--- config.mk ---
export PLATFORM = sky130hd
export DESIGN_NAME = mem_stage_access_ctrl
export DESIGN_NICKNAME = d
export VERILOG_FILES = /design/src/rtl/mem_stage_access_ctrl.sv
export SDC_FILE = /design/constraint.sdc
export NUM_CORES = 1
export LEC_CHECK = 0
export BUFFER_PORTS_ARGS = -buffer_cell sky130_fd_sc_hd__buf_2
export CELL_PAD_IN_SITES_DETAIL_PLACEMENT = 0
export CELL_PAD_IN_SITES_GLOBAL_PLACEMENT = 1
export CORE_MARGIN = 10
export CORE_UTILIZATION = 38
export CTS_CLUSTER_DIAMETER = 80
export DETAILED_ROUTE_END_ITERATION = 12
export PLACE_DENSITY = 0.84
export SYNTH_ARGS = -nofsm -noshare
export SYNTH_HDL_FRONTEND = slang
export SYNTH_SLANG_ARGS = --single-unit
--- constraint.sdc ---
create_clock -name i_clk -period 4.3 [get_ports i_clk]
set_input_delay 0.215 -clock i_clk [delete_from_list [all_inputs] [get_ports i_clk]]
set_output_delay 0.215 -clock i_clk [all_outputs]
set_load 0.005 [all_outputs]
--- src/rtl/mem_stage_access_ctrl.sv ---
// MEM-stage load/store sequencer: hands one word access at a time to a req/ack data memory,
// stalls the pipeline while it is outstanding and reports misaligned, illegal or timed-out accesses.
module mem_stage_access_ctrl #(
   parameter int AW      = 32,
   parameter int DW      = 32,
   parameter int TIMEOUT = 16
) (
   input  logic          i_clk,
   input  logic          i_rst_n,
   input  logic          i_memRead,
   input  logic          i_memWrite,
   input  logic          i_flush,
   input  logic [AW-1:0] i_addr,
   input  logic [DW-1:0] i_wdata,
   input  logic          i_mem_ack,
   input  logic [DW-1:0] i_mem_rdata,
   output logic          o_mem_req,
   output logic          o_mem_we,
   output logic [AW-1:0] o_mem_addr,
   output logic [DW-1:0] o_mem_wdata,
   output logic          o_stall,
   output logic [DW-1:0] o_rdata,
   output logic          o_rdata_valid,
   output logic          o_err
);

   // state | meaning
   // IDLE  | waiting for a MEM-stage access; illegal/misaligned ones flagged here
   // BUSY  | o_mem_req held, waiting for i_mem_ack or the timeout
   // DONE  | one-cycle release of the stall; load data / error strobes presented

   localparam int TW = (TIMEOUT > 2) ? $clog2(TIMEOUT) : 1;

   typedef enum logic [1:0] {IDLE, BUSY, DONE} state_t;

   state_t        state;
   logic [TW-1:0] tmr;
   logic          discard_q;

   logic one_op;
   logic aligned;
   logic req_ok;
   logic req_bad;

   assign one_op  = i_memRead ^ i_memWrite;
   assign aligned = (i_addr[1:0] == 2'b00);
   assign req_ok  = one_op & ~i_flush & aligned;
   assign req_bad = ~i_flush & ((i_memRead & i_memWrite) | (one_op & ~aligned));

   // Gated by reset so the pipeline is released at once when reset lands mid-access.
   assign o_stall = i_rst_n & ((state == BUSY) | ((state == IDLE) & req_ok));

   always_ff @(posedge i_clk or negedge i_rst_n) begin
      if (!i_rst_n) begin
         state         <= IDLE;
         tmr           <= '0;
         discard_q     <= 1'b0;
         o_mem_req     <= 1'b0;
         o_mem_we      <= 1'b0;
         o_mem_addr    <= '0;
         o_mem_wdata   <= '0;
         o_rdata       <= '0;
         o_rdata_valid <= 1'b0;
         o_err         <= 1'b0;
      end else begin
         o_rdata_valid <= 1'b0;
         o_err         <= 1'b0;
         case (state)
            IDLE: begin
               discard_q <= 1'b0;
               if (req_ok) begin
                  state       <= BUSY;
                  o_mem_req   <= 1'b1;
                  o_mem_we    <= i_memWrite;
                  o_mem_addr  <= i_addr;
                  o_mem_wdata <= i_wdata;
                  tmr         <= TW'(TIMEOUT - 1);
               end else if (req_bad) begin
                  o_err <= 1'b1;
               end
            end
            BUSY: begin
               if (i_mem_ack) begin
                  state     <= DONE;
                  o_mem_req <= 1'b0;
                  tmr       <= '0;
                  if (!o_mem_we) begin
                     o_rdata       <= i_mem_rdata;
                     o_rdata_valid <= ~(discard_q | i_flush);
                  end
               end else if (tmr == '0) begin
                  state     <= DONE;
                  o_mem_req <= 1'b0;
                  o_err     <= 1'b1;
                  o_rdata   <= '0;
               end else begin
                  tmr <= tmr - 1'b1;
                  if (i_flush) discard_q <= 1'b1;
               end
            end
            DONE: begin
               state <= IDLE;
            end
            default: begin
               state <= IDLE;
            end
         endcase
      end
   end

endmodule

# ---- Word level (Yosys, flattened, before mapping)
# Cells that the tools add are included.
dict set report totals {
  register_bits 107
  latch_bits 0
  ram_bits 0
  rom_bits 0
  inputBits 102
  output_inout_bits 101
  mem_count 0
}
dict set report op_classes {
  n_addsub 1
  multipliers 0
  div_mod_pow 0
  n_lt_le_gt_ge 0
  n_eq_ne 8
  n_shift 0
  n_mux 27
  bitwise_logic 14
  reduce_logical 11
}
# cell n
set ops {}
lappend ops {{2-to-1 mux 32 bit} 3}
lappend ops {{2-to-1 mux 1 bit} 13}
lappend ops {{2-to-1 mux 4 bit} 3}
lappend ops {{!= test 2 bit, second input constant} 5}
lappend ops {{AND reduction 3 bit} 3}
lappend ops {{case mux 4 bit (2 select lines)} 1}
lappend ops {{AND 1 bit} 7}
lappend ops {{2-to-1 mux 2 bit} 3}
lappend ops {{case mux 1 bit (2 select lines)} 3}
lappend ops {{logical NOT 2 bit} 2}
lappend ops {{logical NOT 4 bit} 1}
lappend ops {{case mux 2 bit (2 select lines)} 1}
lappend ops {{AND reduction 2 bit} 2}
lappend ops {{AND reduction 4 bit} 1}
lappend ops {{nonzero test 2 bit} 2}
lappend ops {{subtractor 4 x 1 -> 4 bit, second input constant} 1}
lappend ops {{!= test 3 x 2 -> 1 bit, second input constant} 1}
lappend ops {{!= test 3 bit, second input constant} 1}
lappend ops {{NOT 1 bit} 3}
lappend ops {{bitwise OR 1 bit} 3}
lappend ops {{== test 2 x 1 -> 1 bit, second input constant} 1}
lappend ops {{bitwise XOR 1 bit} 1}

# ---- Depth between registers and ports, before layout
# Gate-level depths: netlist of run 1.
dict set report logic_depth {
  word_depth 8
  ltp_mapped 7
  depth_no_buf 5
}

# ---- Worst setup path after synthesis of run 1
# OpenSTA, ideal clock, no wires.
dict set report synth_timing {
  path_type {register to register}
  from {register tmr[0]}
  to {register o_rdata[11]}
  setup_time_ns 0.126
  arrival_ns 1.608
  t_required_ns 4.174
  path_slack_ns 2.566
  path_stages_with_launch 8
  path_buffers 2
  period_less_slack_ns 1.734
  cell_sequence {dfrtp_1 -> inv_1 -> ha_1 -> or3b_1 -> buf_2 -> nor3_4 -> buf_6 -> o21ai_0}
}
dict set report synth_via {
  elab_chain_len 3
}
# item line_no
set synth_rtl {}
lappend synth_rtl {{start, declared} 37} ;# logic [TW-1:0] tmr;
lappend synth_rtl {{start signal, assigned} 77} ;# tmr <= TW'(TIMEOUT - 1);
lappend synth_rtl {{start signal, assigned} 97} ;# tmr <= tmr - 1'b1;
lappend synth_rtl {{logical NOT 4 bit} 91} ;# end else if (tmr == '0) begin
lappend synth_rtl {{nonzero test 2 bit (no line)} -}
lappend synth_rtl {{AND reduction 3 bit (no line)} -}
lappend synth_rtl {{end signal, assigned} 88} ;# o_rdata <= i_mem_rdata;
lappend synth_rtl {{end, declared} 22} ;# output logic [DW-1:0] o_rdata,
# No other way between the ends.
# A chain may end at the register's enable or synchronous reset.

# ---- Worst setup path after layout of run 1
dict set report layout_timing {
  from {register tmr[0]}
  to {register o_rdata[6]}
}
# Same word-level chain as after synthesis.

==> results of run 1 <==
-- registers in the layout, summed over array words and instances (netlist names) --
signal / flops
o_err: 1
state: 2
o_mem_wdata: 32
o_mem_we: 1
o_rdata_valid: 1
o_mem_addr: 32
o_rdata: 32
tmr: 4
discard_q: 1
o_mem_req: 1
-- worst min path at each step --
stage                               start           to  slack, ps  cells after the start
final                      i_mem_rdata[3]   o_rdata[3]         70                      3
after global routing      i_mem_rdata[12]  o_rdata[12]         80                      3
after CTS                  i_mem_rdata[3]   o_rdata[3]         50                      3
after detailed placement          i_rst_n  o_rdata[10]        250                      1
after global placement            i_rst_n  o_rdata[10]        250                      1
after floorplan                   i_rst_n    discard_q        -80                      0
-- per-layer routing --
| layer | vias to the layer above | GRT usage (%) | part of all wire, % |
|---|---|---|---|
| met5 | - | 0 | 0 |
| met4 | 0 | 5.89 | 1.9 |
| met3 | 16 | 6.33 | 9.4 |
| met2 | 127 | 23.8 | 49 |
| met1 | 1519 | 16.6 | 40 |
| li1 | 1533 | - | - |
-- placed cells by master, fill, tap and decap left out --
cell type / count
nor2b_1: 3
nand4bb_1: 1
buf_2: 201
dlygate4sd3_1: 1
dfrtp_1: 107
o22ai_1: 3
mux2i_1: 3
or3b_1: 1
nor2_1: 2
nand2_1: 65
clkinvlp_4: 1
nor4bb_4: 1
nor3_1: 2
buf_4: 5
inv_1: 3
bufinv_16: 3
nor3b_2: 1
nand2_2: 1
a21oi_1: 3
o21ai_0: 34
nor3_4: 2
mux2_2: 59
ha_1: 2
mux2_4: 4
o221ai_1: 1
a21boi_0: 1
nand2b_1: 2
a21o_1: 1
nor3b_1: 4
o21a_1: 1
clkbuf_16: 9
diode_2: 1
and2_1: 2
inv_6: 2
clkinv_4: 1
a31oi_1: 1
o22a_1: 1
nor4b_1: 1
-- cells in the mapped netlist (all sizes together) (2+ instances only) --
library cell / instances / area share [%]
nor2b: 3 / 0.44
clkbuf: 4 / 0.35
dfrtp: 107 / 63
mux2i: 3 / 0.70
nor3b: 5 / 1.0
buf: 17 / 2.7
nand2b: 2 / 0.29
nand2: 66 / 5.9
o22ai: 3 / 0.44
ha: 2 / 0.59
mux2: 63 / 17
nor2: 2 / 0.18
nor3: 4 / 1.0
inv: 3 / 0.26
a21oi: 3 / 0.35
o21ai: 34 / 4.0
and2: 2 / 0.29
-- area by class of cell --
| class | instances | area (sq um) |
|---|---|---|
| flip-flops and latches | 107 | 2680 |
| inverters | 3 | 11.3 |
| multi-input cells | 202 | 1470 |
| fillers | 988 | 5200 |
| well taps | 140 | 175 |
| clock inverters | 7 | 124 |
| repair buffers | 207 | 1050 |
| clock buffers | 9 | 225 |
| diodes | 1 | 2.50 |
-- worst min-delay path: stages --
cell and delay, ps:
buf_2 80, nand2_1 30, o21ai_0 50
-- logic make-up (layout without fill, tap and decap cells) --
logic type                 Yosys count  count (layout)
DFF                                107             107
muxes                               66              66
AOI/OAI and AO/OA                   46              46
other                                0               1
and+or+nand+nor                     88              88
adders and majority gates            2               2
buffers and inverters               24             226
-- stage by stage --
step	cell area [sq um]	util (%)	setup slack, ps
3_3_place_gp	5380	49.2	1860
5_1_grt	5740	52.5	1640
6_report	5740	52.5	1900
3_5_place_dp	5380	49.2	1840
4_1_cts	5740	52.5	1850
2_1_floorplan	4280	-	2570
-- what timing repair did --
action	in CTS	in global routing
hold endpoints to repair	43	0
hold buffers	1	0
resized for setup	0	0
endpoints found under the setup margin	0	0
-- power by group through the flow --
stage	registers (mW)	logic (mW)	clock network, mW
floorplan	1.48	0.299	0
global placement	1.46	0.742	0
detailed placement	1.48	0.765	0
CTS	1.46	0.767	0.975
global route	1.50	0.840	1.02
finish	1.46	0.741	0.949
==> results.md, run 1 <==
* # DRC at 0
* Number of cells on the critical path at 5
* Yosys cell types at 32
* Post-synth EDFFs at 0
* DRT Wirelength at roughly 12000 microns
* Final GP Congestion at ~0.8
* Tmin final at ~2400 ps
* Power Total at 3.15 mW
* Slew @ Worst Pin at ~980 ps
* DR pass1 iterations at 4
* Syn Inst Count at 333
* Synthesized flop and latch total at 107
* Synth Flop Type: dfrtp_1
* Max-slew headroom at approximately 34%
* Finished Layout Cells at 676
* XOR/XNOR share of the synthesized area at 0%
* Chip height at 126 microns
* First-pass GRT wire length at 18900 microns
* Mux cell area share after synthesis at approximately 18%
* Slowest stage delay, CP at between 800 and 900 ps
* Skew final at between 5 and 6 ps
* Worst setup SP type: register
* Status: complete, no violations
* Crit path required time at roughly 4500 ps
* Initial Utilization at 39.1%
* CP arrival at ~2600 ps
* Placed cells at 658
* Final Max Tran Viols at 0
* Final hold vios at 0
* Total CTS buffers at 9
* Synthesized Nets at 437
* Initial antenna violation count at 1
* Avg Inst Size Synth at around 13 sq um
* Largest net degree at the start of global routing at 65
* Core ar. at about 0.011 sq mm
* Total track usage at between 10% and 20%
* P_leak at slightly below 3 nW
* HPWL Detailed at about 9000 microns
* Final worst-path cycle share at 55.8%
* Critical Path Sink Type: register
* Crit path to: o_rdata[6]
* Slowest cell on the critical path: nor3_4
* Crit path kind: reg2reg
* FF-to-FF End: o_rdata[6]
* Crit path from: tmr[0]
* Max VDD drop at 0.000290 V
* Drt wl/cell at ~17 microns
* Final setup vio count at 0
* Max_cap viols at 0
* RSZ-0062 raised after global routing: false
* Clock Pin Slew Worst Setup and Hold Paths at approximately 70 ps
* Gate power share at 23.5%
* Worst Reg-to-Reg Cells at 5
* Post-synth design cell area at around 0.0043 sq mm
* Sw Share at 27.5%
* Layout area overhead at 34.2%
* Net Switching at approximately 870 uW
* # IOs at a little over 200
* Synth Area in Compound Gates at under 10%
* Min Hold Slack at ~70 ps
* Clk pwr share at 30.2%
* Nets at approximately 630
* Placement row count at 38
* Avg Vias per Cell at 4.73
* CTS Sinks at around 110
* Int Pwr at 2.28 mW
* Clk_lat worst skew at about 350 ps
* Vias in the first global route at around 3.5k
* Worst-path cell chain: inv_1 -> ha_1 -> or3b_1 -> nor3_4 -> o21ai_0
* CTS tree: built
* # H-tree levels at 3
* Asr flop ratio synth at 100%
* Share of layout cells above drive strength 1 at 54.2%
* Pwr/cell area at about 550 mW/mm^2
* Adder-cell share of the synthesized area at 0.585%
* I/O Buffers at a little over 200
* Post-synthesis simple-gate area fraction at under 10%
* Main combinational cell family by area after synthesis: multiplexers
* F_max at between 400 and 500 MHz
* Routed vias at roughly 3.2k
* R2R Setup Slk at 1900 ps
* Synth warnings at 0
* Initial DRC count at 239
* Max Root-Sink Buffers at 2
* Die area at between 0.015 and 0.02 sq mm
* Setup tns final at 0 ps
* Min-Delay Path Class: in2reg
* Die width at 126 microns
* Post-route ant nets at 0
* Sequential power share at between 40 and 50%
* CP Buf/Inv Count at 1
* Total gr overflow at 0
* RR Startpoint: tmr[0]
* Crit-path leading delay family: simple AND/OR/NAND/NOR gates
* Postcts setup bufs at 0
* Seq/Total Area, Yosys at 62.6%
* Crit path max fanout at 33
* CTS Root Buffer Type: clkbuf_16
Power figures use the tool's default switching activity.
==> run 2, diff against run 1 <==
--- a/config.mk
+++ b/config.mk
@@ -9,10 +9,10 @@
 export CELL_PAD_IN_SITES_DETAIL_PLACEMENT = 0
 export CELL_PAD_IN_SITES_GLOBAL_PLACEMENT = 1
 export CORE_MARGIN = 10
-export CORE_UTILIZATION = 38
+export CORE_UTILIZATION = 32
 export CTS_CLUSTER_DIAMETER = 80
 export DETAILED_ROUTE_END_ITERATION = 12
-export PLACE_DENSITY = 0.84
+export PLACE_DENSITY = 0.75
 export SYNTH_ARGS = -nofsm -noshare
 export SYNTH_HDL_FRONTEND = slang
 export SYNTH_SLANG_ARGS = --single-unit
==> constraint.sdc (replaced) <==
create_clock -name i_clk -period 2.1 [get_ports i_clk]
set_input_delay 0.105 -clock i_clk [delete_from_list [all_inputs] [get_ports i_clk]]
set_output_delay 0.105 -clock i_clk [all_outputs]
set_load 0.005 [all_outputs]
==> run 2 against run 1 <==
Compared with the run above: power increased by 100%; global-route usage is 0.67 points lower; via count rose by 13%; die area up 16%; cell count rose by 20%; fmax grew 26%; sequential share of layout area shrank 6.7 points; combinational power increased by 130%; worst hold slack got worse by 56 ps; critical endpoint is now o_rdata[18]; critical path depth rose by 1; flip-flop and latch count did not move; clock skew grew 1.7 ps.
==> results.md, run 2 (synthesis results as in run 1) <==
* Share of layout cells above drive strength 1 at 46.6% (-7.6 points)
* Max Root-Sink Buffers at 2 (unchanged)
* # DRC at 0 (unchanged)
* FF-to-FF End: o_rdata[18]
* Largest net degree at the start of global routing at 56 (-14%)
* Core ar. at 0.0132 sq mm (+21%)
* Clock Pin Slew Worst Setup and Hold Paths at 70 ps (about the same)
* P_leak at 3.34 nW (+14%)
* Initial antenna violation count at 0 (-1)
* Clk_lat worst skew at 340 ps (about the same)
* Max VDD drop at 0.000440 V (+52%)
* Total track usage at 14.0% (-0.67 points)
* # H-tree levels at 3 (unchanged)
* Final Max Tran Viols at 0 (unchanged)
* RSZ-0062 raised after global routing: false
* Setup tns final at 0 ps (unchanged)
* Core Util, Final at 50.9% (-1.6 points)
* Pwr/cell area at 941 mW/mm^2 (+72%)
* Multi-input gate area at 0.00147 sq mm (unchanged)
* Most frequent cells in the layout: buf_2, dfrtp_1, dlygate4sd3_1
* Biggest regs: o_mem_addr: 32 flops, o_mem_wdata: 32 flops, o_rdata: 32 flops
* Placement row count at 42 (+11%)
* Tmin final at 1910 ps (-491 ps)
* Die area at 0.0184 sq mm (+16%)
* Post-route ant nets at 0 (unchanged)
* Skew final at 7.24 ps (+1.66 ps)
* Final worst-path cycle share at 90.8% (+35 points)
* # IOs at 203 (unchanged)
* Worst-path cell chain: inv_1 -> ha_1 -> or3b_1 -> nor3_4 -> buf_12 -> o21ai_0
* Final GP Congestion at 0.786 (+0.81%)
* Min-Delay Path Class: in2reg
* Chip height at 136 microns (+7.5%)
* Crit path required time at 2310 ps (-2170 ps)
* Drt wl/cell at 16.2 microns (-6.9%)
* CTS tree: built
* Hold path start: i_wdata[30]
* DRT Wirelength at 13100 microns (+11%)
* Worst Reg-to-Reg Cells at 6 (+1)
* Slew @ Worst Pin at 684 ps (-297 ps)
* Crit path kind: reg2reg
* Initial DRC count at 160 (-33%)
* Total CTS buffers at 9 (unchanged)
* Slowest cell on the critical path: or3b_1
* Status: complete, no violations
* Commonest non-fill, non-tap cell in the layout: buf_2
* Min-Delay Path Depth at 2 (-1)
* Postcts setup bufs at 0 (unchanged)
* DR pass1 iterations at 4 (unchanged)
* Layout area overhead at 56.9%
* Total gr overflow at 0 (unchanged)
* R2R Setup Slk at 190 ps (-1710 ps)
* Avg Vias per Cell at 4.48 (-5.3%)
* Crit path max fanout at 32 (-3.0%)
* FF/Latch Area at 0.00268 sq mm (unchanged)
* CTS Root Buffer Type: clkbuf_16
* # diodes at 0 (-1)
* Fill cells at 1132 (+15%)
* Critical Path Sink Type: register
* HPWL Detailed at 9130 microns (+1.1%)
* CTS Sinks at 107 (unchanged)
* Nets at 734 (+16%)
* CP arrival at 2120 ps (-460 ps)
* Vias in the first global route at 4019 (+15%)
* Slowest stage delay, CP at 480 ps (-350 ps)
* Hold Crit Endpoint: o_mem_wdata[30]
* First-pass GRT wire length at 20700 microns (+9.9%)
* Routed vias at 3622 (+13%)
* Max_cap viols at 0 (unchanged)
* Initial Utilization at 32.4% (-6.7 points)
* I/O Buffers at 202 (unchanged)
* Worst setup SP type: register
* Min Hold Slack at 12.2 ps (-56.0 ps)
* Final hold vios at 0 (unchanged)
* Max-slew headroom at 54.4% (+20 points)
* Die width at 136 microns (+7.5%)
* RR Startpoint: tmr[0]
* F_max at 524 MHz (+26%)
* Final setup vio count at 0 (unchanged)
## run 2: worst max-delay path, delay by kind of cell (launching register included)
kind	cells	cell delay, ps
flops	1	430
simple gates	2	740
fa+ha+maj	1	190
buf+inv	2	280
compound gates	1	130
## run 2: how the worst max path moves through the flow
stage / from / end / slack (ps) / cells past startpoint
floorplan: tmr[0] / o_rdata[11] / 370 / 7
global placement: tmr[0] / o_rdata[25] / 270 / 6
detailed placement: tmr[0] / o_rdata[10] / 200 / 6
CTS: state[1] / o_stall / 20 / 5
global route: tmr[0] / o_rdata[10] / 90 / 6
finish: tmr[0] / o_rdata[18] / 190 / 6
## run 2: area by class of cell
class	instances	area share [%]
multi-input combinational	202	21.9
sequential	107	39.9
clock inverter	3	0.597
timing repair buffer	307	30.5
clock buffer	11	3.62
tap	176	3.28
inverter	3	0.168
## run 2: metal layers
metal  wire [microns]  GRT usage, %  vias up
met1             5010          15.9     1754
met5                0             0        -
li1                 -             -     1722
met3              959          4.04       22
met2             6870          24.2      124
met4              238          5.26        0
## run 2: timing repair
action,4_1_cts,5_1_grt
gates resized for setup,0,1
hold endpoints to repair,199,0
hold buffers,93,0
setup endpoints to repair,0,1
## run 2: report_power, final
part | leakage [nW] | switching (mW) | total (mW) | internal, mW
clock | 0.141 | 0.697 | 1.64 | 0.940
sequential | 1.31 | 0.330 | 2.98 | 2.65
combinational | 1.89 | 0.728 | 1.69 | 0.967
## run 2: per-stage QoR
| stage | setup WS (ps) | instance area, sq um | power, mW | std cells |
|---|---|---|---|---|
| 6_report | 192 | 6710 | 6.31 | 809 |
| 5_1_grt | 88.0 | 6710 | 6.75 | 809 |
| 4_1_cts | 21.1 | 6710 | 6.42 | 809 |
| 3_5_place_dp | 203 | 5500 | 4.60 | 702 |
| 3_3_place_gp | 273 | 5500 | 4.52 | 702 |
| 2_1_floorplan | 366 | 4280 | 3.65 | 333 |
